[config.mk]
export PLATFORM = sky130hd
export DESIGN_NAME = uart_cmd_ctrl_flat
export DESIGN_NICKNAME = d
export VERILOG_FILES = /design/src/rtl/uart_cmd_if.sv /design/src/rtl/uart_cmd_ctrl.sv /design/src/flat_wrapper.sv
export SDC_FILE = /design/constraint.sdc
export NUM_CORES = 1
export LEC_CHECK = 0
export CORE_MARGIN = 2
export CORE_UTILIZATION = 55
export DETAILED_ROUTE_END_ITERATION = 7
export MAX_ROUTING_LAYER = met4
export PLACE_DENSITY = 0.87
export REMOVE_ABC_BUFFERS = 1
export SYNTH_ARGS = -nofsm -noshare
export SYNTH_HDL_FRONTEND = slang
export SYNTH_SLANG_ARGS = --single-unit
[constraint.sdc]
create_clock -name clk -period 2.67 [get_ports clk]
set_input_delay 0.4005 -clock clk [delete_from_list [all_inputs] [get_ports clk]]
set_output_delay 0.4005 -clock clk [all_outputs]
set_load 0.005 [all_outputs]
[src/rtl/uart_cmd_if.sv]
`default_nettype none
// ============================================================================
// Module      : uart_cmd_if
// Description : Command/reply handshake bundle between the UART side and the
//               command controller.
// Revision    : 1.0
// ============================================================================
interface uart_cmd_if;
    logic [7:0] i_rx_data;
    logic       i_rx_done;
    logic       i_tx_done;
    logic       o_tx_start;
    logic [7:0] o_tx_data;
    logic       o_run;
    logic       o_clear;
    logic       o_busy;
    logic       o_overrun;
    logic       o_tx_timeout;

    // Controller side.
    modport master (
        input  i_rx_data, i_rx_done, i_tx_done,
        output o_tx_start, o_tx_data, o_run, o_clear, o_busy, o_overrun, o_tx_timeout
    );

    // UART / counter side.
    modport slave (
        output i_rx_data, i_rx_done, i_tx_done,
        input  o_tx_start, o_tx_data, o_run, o_clear, o_busy, o_overrun, o_tx_timeout
    );
endinterface
`default_nettype wire

[src/rtl/uart_cmd_ctrl.sv]
`default_nettype none
// ============================================================================
// Module      : uart_cmd_ctrl
// Description : Decodes single-byte ASCII commands into run/clear controls and
//               sequences one reply byte per command with a tx timeout.
// Revision    : 1.0
// ============================================================================
module uart_cmd_ctrl #(
    parameter bit          REPLY_EN   = 1'b1,
    parameter logic [7:0]  ERR_CHAR   = 8'h3F,
    parameter int unsigned TX_TIMEOUT = 2_000_000
) (
    input  wire logic       clk,
    input  wire logic       reset,
    uart_cmd_if.master      bus
);

    localparam int                 c_CNT_W   = $clog2(TX_TIMEOUT);
    localparam logic [c_CNT_W-1:0] c_CNT_MAX = c_CNT_W'(TX_TIMEOUT - 1);

    typedef enum logic [1:0] {
        IDLE    = 2'd0,
        EXEC    = 2'd1,
        WAIT_TX = 2'd2
    } state_t;

    state_t             r_state, w_state_nxt;
    logic [7:0]         r_cmd, w_cmd_nxt;
    logic               r_pend_valid, w_pend_valid_nxt;
    logic [7:0]         r_pend_data, w_pend_data_nxt;
    logic [c_CNT_W-1:0] r_cnt, w_cnt_nxt;
    logic               r_run, w_run_nxt;
    logic               r_clear, w_clear_nxt;
    logic               r_tx_start, w_tx_start_nxt;
    logic [7:0]         r_tx_data, w_tx_data_nxt;
    logic               r_overrun, w_overrun_nxt;
    logic               r_timeout, w_timeout_nxt;
    logic [7:0]         w_reply;

    always_ff @(posedge clk) begin
        if (!reset) begin
            r_state      <= IDLE;
            r_cmd        <= 8'h00;
            r_pend_valid <= 1'b0;
            r_pend_data  <= 8'h00;
            r_cnt        <= '0;
            r_run        <= 1'b0;
            r_clear      <= 1'b0;
            r_tx_start   <= 1'b0;
            r_tx_data    <= 8'h00;
            r_overrun    <= 1'b0;
            r_timeout    <= 1'b0;
        end else begin
            r_state      <= w_state_nxt;
            r_cmd        <= w_cmd_nxt;
            r_pend_valid <= w_pend_valid_nxt;
            r_pend_data  <= w_pend_data_nxt;
            r_cnt        <= w_cnt_nxt;
            r_run        <= w_run_nxt;
            r_clear      <= w_clear_nxt;
            r_tx_start   <= w_tx_start_nxt;
            r_tx_data    <= w_tx_data_nxt;
            r_overrun    <= w_overrun_nxt;
            r_timeout    <= w_timeout_nxt;
        end
    end

    always_comb begin
        w_state_nxt      = r_state;
        w_cmd_nxt        = r_cmd;
        w_pend_valid_nxt = r_pend_valid;
        w_pend_data_nxt  = r_pend_data;
        w_cnt_nxt        = r_cnt;
        w_run_nxt        = r_run;
        w_clear_nxt      = 1'b0;
        w_tx_start_nxt   = 1'b0;
        w_tx_data_nxt    = r_tx_data;
        w_overrun_nxt    = 1'b0;
        w_timeout_nxt    = 1'b0;
        w_reply          = ERR_CHAR;

        case (r_state)
            IDLE: begin
                if (r_pend_valid) begin
                    // Buffered byte runs first; a simultaneous new byte refills the freed slot.
                    w_cmd_nxt        = r_pend_data;
                    w_state_nxt      = EXEC;
                    w_pend_valid_nxt = bus.i_rx_done;
                    if (bus.i_rx_done) begin
                        w_pend_data_nxt = bus.i_rx_data;
                    end
                end else if (bus.i_rx_done) begin
                    w_cmd_nxt   = bus.i_rx_data;
                    w_state_nxt = EXEC;
                end
            end
            EXEC: begin
                case (r_cmd)
                    8'h52, 8'h72: begin
                        w_run_nxt = 1'b1;
                        w_reply   = 8'h52;
                    end
                    8'h53, 8'h73: begin
                        w_run_nxt = 1'b0;
                        w_reply   = 8'h53;
                    end
                    8'h43, 8'h63: begin
                        w_clear_nxt = 1'b1;
                        w_reply     = 8'h43;
                    end
                    8'h54, 8'h74: begin
                        w_run_nxt = ~r_run;
                        w_reply   = r_run ? 8'h53 : 8'h52;
                    end
                    default: w_reply = ERR_CHAR;
                endcase
                if (REPLY_EN) begin
                    w_tx_data_nxt  = w_reply;
                    w_tx_start_nxt = 1'b1;
                    w_cnt_nxt      = '0;
                    w_state_nxt    = WAIT_TX;
                end else begin
                    w_state_nxt = IDLE;
                end
            end
            WAIT_TX: begin
                // tx_done coinciding with our own start pulse cannot belong to this frame.
                if (bus.i_tx_done && !r_tx_start) begin
                    w_state_nxt = IDLE;
                end else if (r_cnt == c_CNT_MAX) begin
                    w_timeout_nxt = 1'b1;
                    w_state_nxt   = IDLE;
                end else begin
                    w_cnt_nxt = r_cnt + 1'b1;
                end
            end
            default: w_state_nxt = IDLE;
        endcase

        if (r_state != IDLE && bus.i_rx_done) begin
            if (!r_pend_valid) begin
                w_pend_valid_nxt = 1'b1;
                w_pend_data_nxt  = bus.i_rx_data;
            end else begin
                w_overrun_nxt = 1'b1;
            end
        end
    end

    assign bus.o_tx_start   = r_tx_start;
    assign bus.o_tx_data    = r_tx_data;
    assign bus.o_run        = r_run;
    assign bus.o_clear      = r_clear;
    assign bus.o_busy       = (r_state != IDLE);
    assign bus.o_overrun    = r_overrun;
    assign bus.o_tx_timeout = r_timeout;

endmodule
`default_nettype wire

[src/flat_wrapper.sv]
// flat-port wrapper written by rule: the top's interface ports become plain ports
module uart_cmd_ctrl_flat 
#(
    parameter bit          REPLY_EN   = 1'b1,
    parameter logic [7:0]  ERR_CHAR   = 8'h3F,
    parameter int unsigned TX_TIMEOUT = 2_000_000
)
  (clk, reset, bus_i_rx_data, bus_i_rx_done, bus_i_tx_done, bus_o_tx_start, bus_o_tx_data, bus_o_run, bus_o_clear, bus_o_busy, bus_o_overrun, bus_o_tx_timeout);
  uart_cmd_if bus_i ();
  input  wire logic clk;
  input  wire logic reset;
  input wire logic [$bits(bus_i.i_rx_data)-1:0] bus_i_rx_data;
  input wire logic [$bits(bus_i.i_rx_done)-1:0] bus_i_rx_done;
  input wire logic [$bits(bus_i.i_tx_done)-1:0] bus_i_tx_done;
  output wire logic [$bits(bus_i.o_tx_start)-1:0] bus_o_tx_start;
  output wire logic [$bits(bus_i.o_tx_data)-1:0] bus_o_tx_data;
  output wire logic [$bits(bus_i.o_run)-1:0] bus_o_run;
  output wire logic [$bits(bus_i.o_clear)-1:0] bus_o_clear;
  output wire logic [$bits(bus_i.o_busy)-1:0] bus_o_busy;
  output wire logic [$bits(bus_i.o_overrun)-1:0] bus_o_overrun;
  output wire logic [$bits(bus_i.o_tx_timeout)-1:0] bus_o_tx_timeout;
  assign bus_i.i_rx_data = bus_i_rx_data;
  assign bus_i.i_rx_done = bus_i_rx_done;
  assign bus_i.i_tx_done = bus_i_tx_done;
  assign bus_o_tx_start = bus_i.o_tx_start;
  assign bus_o_tx_data = bus_i.o_tx_data;
  assign bus_o_run = bus_i.o_run;
  assign bus_o_clear = bus_i.o_clear;
  assign bus_o_busy = bus_i.o_busy;
  assign bus_o_overrun = bus_i.o_overrun;
  assign bus_o_tx_timeout = bus_i.o_tx_timeout;
  uart_cmd_ctrl #(.REPLY_EN(REPLY_EN), .ERR_CHAR(ERR_CHAR), .TX_TIMEOUT(TX_TIMEOUT)) u_core (.clk(clk), .reset(reset), .bus(bus_i));
endmodule
Word level (Yosys, flattened, before mapping):

Cells that the tools add are included.

* register bits after elaboration: 53
* bits of input ports: 12

* add/subtract/negate cells: 1
* eq/ne operators: 15
* muxes and demuxes: 26
* bitwise logic cells: 3
* reduce and logical (&&, ||, !) cells: 19

Operators by type and width (number)
* $eq A8 B7 Y1 const B: 8
* $mux W8: 7
* $mux W21: 2
* $pmux W21 S2: 1
* $pmux W8 S4: 1
* $add A21 B1 Y21 const B: 1
* $eq A21 B21 Y1 const B: 1
* $reduce_and A2 Y1: 5
* $mux W1: 9
* $mux W2: 4
* $reduce_or A2 Y1: 4
* $pmux W2 S3: 1
* $reduce_bool A2 Y1: 3
* $ne A2 B2 Y1 const B: 2
* $ne A3 B1 Y1 const B: 1
* $ne A3 B2 Y1 const B: 1
* $not A1 Y1: 3
* $pmux W1 S3: 1
* $reduce_and A3 Y1: 1
* $reduce_bool A3 Y1: 1
* $reduce_or A3 Y1: 1
* $eq A2 B1 Y1 const B: 1
* $eq A2 B2 Y1 const B: 1
* $logic_and A1 B1 Y1: 2
* 2 further kinds: 2

Logic depth before layout (Yosys ltp):

Gate-level depths: netlist (run 1).

* depth after elaboration: 5
* depth in mapped cells: 9
* gate-level depth less buffers: 7

Worst setup path after synthesis (run 1):

OpenSTA, ideal clock, no wires.

* path type: reg-to-reg
* start: register u_core.r_cnt[0]
* end: register u_core.r_cnt[14]
* arrival: 1.726 ns
* data required time: 2.550 ns
* setup slack: 0.825 ns
* cell stages (with the launch flop): 7
* buffers on the path: 0
* period minus slack after synthesis: 1.845 ns
* path through: dfxtp_1 ha_1 nand3_2 nor4_2 nand4_1 and3_1 o31a_1

* longest elaborated chain between the ends: 4

RTL lines
* start, declared: line uart_cmd_ctrl.sv:31 `logic [c_CNT_W-1:0] r_cnt, w_cnt_nxt;`
* start signal, assigned: line uart_cmd_ctrl.sv:58 `r_cnt <= w_cnt_nxt;`
* $add A21 B1 Y21: line uart_cmd_ctrl.sv:134 `w_cnt_nxt = r_cnt + 1'b1;`
* $mux W21: line uart_cmd_ctrl.sv:130 `end else if (r_cnt == c_CNT_MAX) begin`
* $mux W21: line uart_cmd_ctrl.sv:128 `if (bus.i_tx_done && !r_tx_start) begin`
* $pmux W21 S2: line uart_cmd_ctrl.sv:82 `case (r_state)`

Parallel ways exist; a longest one is shown, timed or not. The select of a mux whose other input is x is not followed.
A chain may end at the register's enable or synchronous reset.

Worst setup path after layout (run 1):

* start: register u_core.r_state[0]
* end: register u_core.r_cnt[8]

* longest elaborated chain between the ends: 3

RTL lines
* start, declared: line uart_cmd_ctrl.sv:27 `state_t r_state, w_state_nxt;`
* start signal, assigned: line uart_cmd_ctrl.sv:54 `r_state <= w_state_nxt;`
* $eq A2 B2 Y1 / $eq A2 B1 Y1 (equally long branches): line uart_cmd_ctrl.sv:82
* $ne A2 B2 Y1 (no source line) / $reduce_bool A2 Y1 (equally long branches)
* $reduce_and A3 Y1 (no source line)

Parallel ways exist; a longest one is shown, timed or not.

==> impl_metrics.toml, run 1 <==
[setup_path]
slowest_stage = "ha_1"
r2r_cells = 7
cp_max_fo = 12
cp_top_family = "compound AO/OA/AOI/OAI gates"
r2r-start = "u_core.r_state[0]"
cpPeakStageDelay_ns = 0.40
crit_arrival_ns = 2.33
critical_path_buf_inv_count = 2
r2r_slack_ns = 0.54
start_kind = "flop"
crit_path_end_kind = "flop"
rr_endpoint = "u_core.r_cnt[8]"
cp.required_ns = 2.87
crit_type = "reg2reg"
cp_cell_sequence = "inv_1 > ha_1 > and3_1 > a21boi_1 > buf_4 > nand2_1 > o41ai_1"

[finish]
layout.nets = 306
syn_to_final_growth_pct = 17.3
final_common_cell = "dfxtp_1"
drive_gt1_frac = 0.0897
antenna_cells = 0
final_cell_mix = "dfxtp_1 (48), nand2_1 (32), nor2_1 (30)"
fin_util = 0.680

[logic_synthesis]
synth_top_area_share = 0.412
synthArstFlopShare = 0
synth-edff-count = 0
synth_seq_cells = 48
synth.avg_cell_area_um2 = 8.78
synth_area_leaders = "dfxtp_1 (41%), mux2i_1 (7.3%), nand2_1 (5.1%)"
ys_seq_area_frac = 0.412
ys.warnings.count = 0
ys_types = 54
syn_inst = 266
netlist.top_cell.by_area = "dfxtp_1"
synth_top_flop_cell = "dfxtp_1"
netlist_area_um2 = 2330

[timing]
layout_setup_ws_ns = 0.543
period_share = 0.797
holdWs_ns = 0.476
max_slew_margin = 0.654
fmax_mhz = 470
tightest_slew_ns = 0.515
setup_tns_ns = 0
setup_violations = 0
rsz0062_at_grt = "false"
drv_slew = 0
finClkSkew_ns = 0.00677
min_period_ns = 2.13
hold_viol_final = 0

[clock_network]
cts_num_sinks = 48
cts_made_buffers = 5
cts_tree = "built"
cts_setup_buffers = 0
insertion_delay_ns = 0.30
cts.path.max_buffers = 2
path_clk_slew_ns = 0.09
htreeDepth = 2
postCtsHoldBufs = 0
cts_resized = 0
root_buffer = "clkbuf_8"

[floorplanning]
core_area_um2 = 4030
dieArea_um2 = 4780
ioPinCount = 26
rows = 23
start_util = 0.580
die_w_um = 69.2
die_h_um = 69.2

[power_and_ir_drop]
total_power_w = 0.00222
vdd_drop_max_uv = 478
p_leak_nw = 1.02
p_per_area_nw_per_um2 = 810

[min_path]
whs_path_depth = 2
hp-start = "u_core.bus.o_tx_data[1]"
hold_class = "reg2reg"
min_to = "u_core.bus.o_tx_data[1]"

[drt]
ant_nets = 0
wl_per_cell_um = 14.5
first_pass_iters = 4
initialDrtViolationCount = 208
wl_um = 4940
vias = 2010
via_per_inst = 5.91
drc_errors = 0

[place]
dp_slack_ns = 0.386
hpwl_um = 3530
gp_congestion = 0.894
io_buffers = 23

[grt]
grt_max_degree = 26
grt_pass1_wl_um = 8620
antenna_found_initial = 0
grt_pass1_vias = 1904
grtUsageTotal = 0.224
overflow = 0

[status]
status = "finished, final reports clean"

[run]
drv_cap = 0
final cells by class:
| type | instances | area [um2] |
|---|---|---|
| flip-flops and latches | 48 | 961 |
| clock inverters | 2 | 38.8 |
| well taps | 50 | 62.6 |
| repair buffers | 32 | 298 |
| fillers | 330 | 1290 |
| multi-input cells | 195 | 1270 |
| clock buffers | 6 | 82.6 |
| inverters | 7 | 26.3 |
stage by stage:
step,cells,instance area [um2]
floorplan,250,2260
global placement,332,2620
detailed placement,332,2620
CTS,340,2740
global route,340,2740
finish,340,2740
cells in the mapped netlist, drive strengths merged (2+ instances only):
cell type,instances
and4,3
a311oi,5
ha,5
o211ai,5
o21ai,8
nor3b,2
o31ai,2
inv,7
a21oi,13
nand3b,3
nor2,30
nand3,9
a211oi,8
nor2b,2
nand4,7
nor3,4
nand2,32
o221a,2
a31oi,4
and3,6
nand2b,3
nor4,5
mux2i,17
buf,7
dfxtp,48
clkbuf,9
sequential cells by signal, summed over array words and instances, names as in the netlist:
signal and count:
u_core.bus.o_tx_data 5, u_core.bus.o_tx_timeout 1, u_core.r_cnt 21, u_core.bus.o_run 1, u_core.bus.o_overrun 1, u_core.r_cmd 7, u_core.r_state 2, u_core.r_pend_valid 1
u_core.bus.o_clear 1, u_core.bus.o_tx_start 1, u_core.r_pend_data 7
where the power goes:
part | total, W | internal, W | switching [W]
registers | 0.000912 | 0.000827 | 0.0000852
clock network | 0.000554 | 0.000306 | 0.000248
logic | 0.000751 | 0.000350 | 0.000401
metal layers:
layer,track usage,wire (um)
met2,0.375,2340
met4,0.0719,61
met3,0.0380,195
met5,-,0
met1,0.275,2340
worst max-delay path by stage:
stage / startpoint / end / slack (ns) / depth (start not counted)
after floorplan: u_core.r_state[0] / u_core.r_cnt[8] / 0.47 / 6
after global placement: bus_i_tx_done / u_core.r_cnt[8] / 0.51 / 7
after detailed placement: bus_i_tx_done / u_core.r_cnt[8] / 0.39 / 7
after CTS: u_core.r_state[0] / u_core.r_cnt[8] / 0.56 / 7
after global routing: u_core.r_state[0] / u_core.r_cnt[8] / 0.42 / 7
final: u_core.r_state[0] / u_core.r_cnt[8] / 0.54 / 7
worst register-to-register path, stage by stage (launching register included):
cell and delay, ns:
dfxtp_1 0.34, inv_1 0.10, ha_1 0.40, and3_1 0.24, a21boi_1 0.25, buf_4 0.18, nand2_1 0.14, o41ai_1 0.37
cell families (layout without fill, tap and decap cells):
logic type,count (synthesis),count (layout),synth area share
and+or+nand+nor,110,110,0.253
DFF,48,48,0.412
xor gates and xnor gates,1,1,0.00375
buffers and inverters,23,47,0.0450
adders and majority gates,5,5,0.0268
AOI/OAI and AO/OA,61,61,0.185
other,1,1,0.00161
muxes,17,17,0.0729
Note: power is estimated with default switching activity, not from simulation.
==> run 2, diff against run 1 <==
- CORE_UTILIZATION: 55 -> 50
- PLACE_DENSITY: 0.87 -> 0.84
- clock period: 2.67 -> 1.84 ns (I/O delays scaled with it)
==> impl_metrics.toml, run 2 (synthesis results as in run 1) <==
[status]
status = "finished, violations left"
violations = "setup timing"

[clock_network]
htreeDepth = 2
cts_made_buffers = 5
cts_tree = "built"
path_clk_slew_ns = 0.09
insertion_delay_ns = 0.30
cts_num_sinks = 48
cts.path.max_buffers = 2
root_buffer = "clkbuf_8"

[setup_path]
r2r-start = "u_core.r_cnt[0]"
cp_top_family = "simple AND/OR/NAND/NOR gates"
cp_max_fo = 5
cp.required_ns = 2.05
start_kind = "flop"
r2r_cells = 6
critical_path_buf_inv_count = 1
rr_endpoint = "u_core.r_cnt[7]"
r2r_slack_ns = -0.05
cpPeakStageDelay_ns = 0.49
crit_path_end = "u_core.r_cnt[7]"
crit_path_end_kind = "flop"
crit_type = "reg2reg"
cp_num_cells = 6
crit_arrival_ns = 2.10
slowest_stage = "nor4_4"
crit_start = "u_core.r_cnt[0]"
cp_cell_sequence = "ha_4 > nand3_4 > nor4_4 > a31oi_2 > buf_6 > a311oi_2"

[timing]
rsz0062_at_grt = "true"
period_share = 1.03
layout_setup_ws_ns = -0.0502
min_period_ns = 1.89
drv_slew = 0
setup_violations = 6
finClkSkew_ns = 0.00847
hold_viol_final = 0
fmax_mhz = 529
holdWs_ns = 0.485

[drt]
initialDrtViolationCount = 201
ant_nets = 0
wl_per_cell_um = 16.5
wl_um = 5920
drc_errors = 0
first_pass_iters = 4
vias = 2204
via_per_inst = 6.16

[place]
io_buffers = 23
hpwl_um = 3780
dp_slack_ns = -0.131
place_area_um2 = 2740
gp_congestion = 0.871

[finish]
layout.nets = 323
stdcell_area_um2 = 3040
fill_cells = 303
drive_gt1_frac = 0.216
fin_util = 0.689
largest_register_ffs = 21
antenna_cells = 0
top_regs = "u_core.r_cnt x21, u_core.r_cmd x7, u_core.r_pend_data x7"
syn_to_final_growth_pct = 30.2
largest-register = "u_core.r_cnt"
final_cell_mix = "dfxtp_1 (40), nand2_1 (32), nor2_1 (30)"
final_common_cell = "dfxtp_1"

[grt]
antenna_found_initial = 0
grt_max_degree = 28
grt_pass1_vias = 2039
overflow = 0
grtUsageTotal = 0.225
grt_pass1_wl_um = 9160

[min_path]
hold_class = "reg2reg"

[power_and_ir_drop]
p_per_area_nw_per_um2 = 1150
vdd_drop_max_uv = 803
total_power_w = 0.00351
p_leak_nw = 1.16

[floorplanning]
start_util = 0.529
core_area_um2 = 4410
dieArea_um2 = 5230
ioPinCount = 26
rows = 24
die_w_um = 72.3
die_h_um = 72.3

[run]
drv_cap = 0
[run 2: area by class of cell]
cell class / count / area, um2 / area share
inverter: 7 / 26.3 / 0.00864
clock inverter: 2 / 60.1 / 0.0198
multi-input combinational: 195 / 1400 / 0.460
timing repair buffer: 49 / 452 / 0.149
tap: 52 / 65.1 / 0.0214
sequential: 48 / 971 / 0.319
clock buffer: 5 / 68.8 / 0.0226
[run 2: routing by layer]
layer	GRT usage	wire, um	share of wire	vias up
met5	-	0	0	-
met4	0.0839	169	0.029	0
met3	0.0389	344	0.058	19
met2	0.364	2920	0.49	92
met1	0.281	2480	0.42	1041
li1	-	-	-	1052
[run 2: worst reg2reg max path: cells and delay by family, from the launching register on]
family          cells  cell delay, ns
fa+ha+maj           1            0.15
buf+inv             1            0.19
flops               1            0.36
simple gates        2            0.61
compound gates      2            0.49
[run 2: how the worst min path moves through the flow]
stage	slack, ns	cells after the start	to	from
2_1_floorplan	0.40	1	u_core.r_cnt[14]	reset
3_3_place_gp	0.44	2	u_core.bus.o_tx_data[1]	u_core.bus.o_tx_data[1]
3_5_place_dp	0.47	2	u_core.bus.o_run	u_core.bus.o_run
4_1_cts	0.47	2	u_core.r_state[0]	u_core.r_state[0]
5_1_grt	0.49	2	u_core.r_state[0]	u_core.r_state[0]
6_report	0.48	2	u_core.bus.o_run	u_core.bus.o_run
[run 2: where the power goes]
group          total (W)  switching [W]  internal, W  leakage [nW]
Combinational    0.00130       0.000695     0.000606         0.698
Sequential       0.00132       0.000120      0.00120         0.394
Clock           0.000881       0.000347     0.000535        0.0642
Total            0.00351        0.00116      0.00234          1.16
[run 2: repair_timing]
item                                    CTS  global route
cloned                                    0             0
hold buffers                              0             0
pin swaps                                 1             8
setup buffers                             0             2
endpoints found under the setup margin   12            20
hold endpoints to repair                  0             0
gates resized for setup                   4            31
[run 2: metrics by stage]
step                      cells  TNS (ns)
after detailed placement    349    -0.714
after global placement      349    -0.396
after floorplan             250     -2.47
after CTS                   356         0
final                       358    -0.168
after global routing        358    -0.880
==> run 3, diff against run 2 <==
- SLEW_MARGIN: not set -> 10
==> results of run 3 <==
The final DEF is identical to that of run 2; final timing and power are the same.
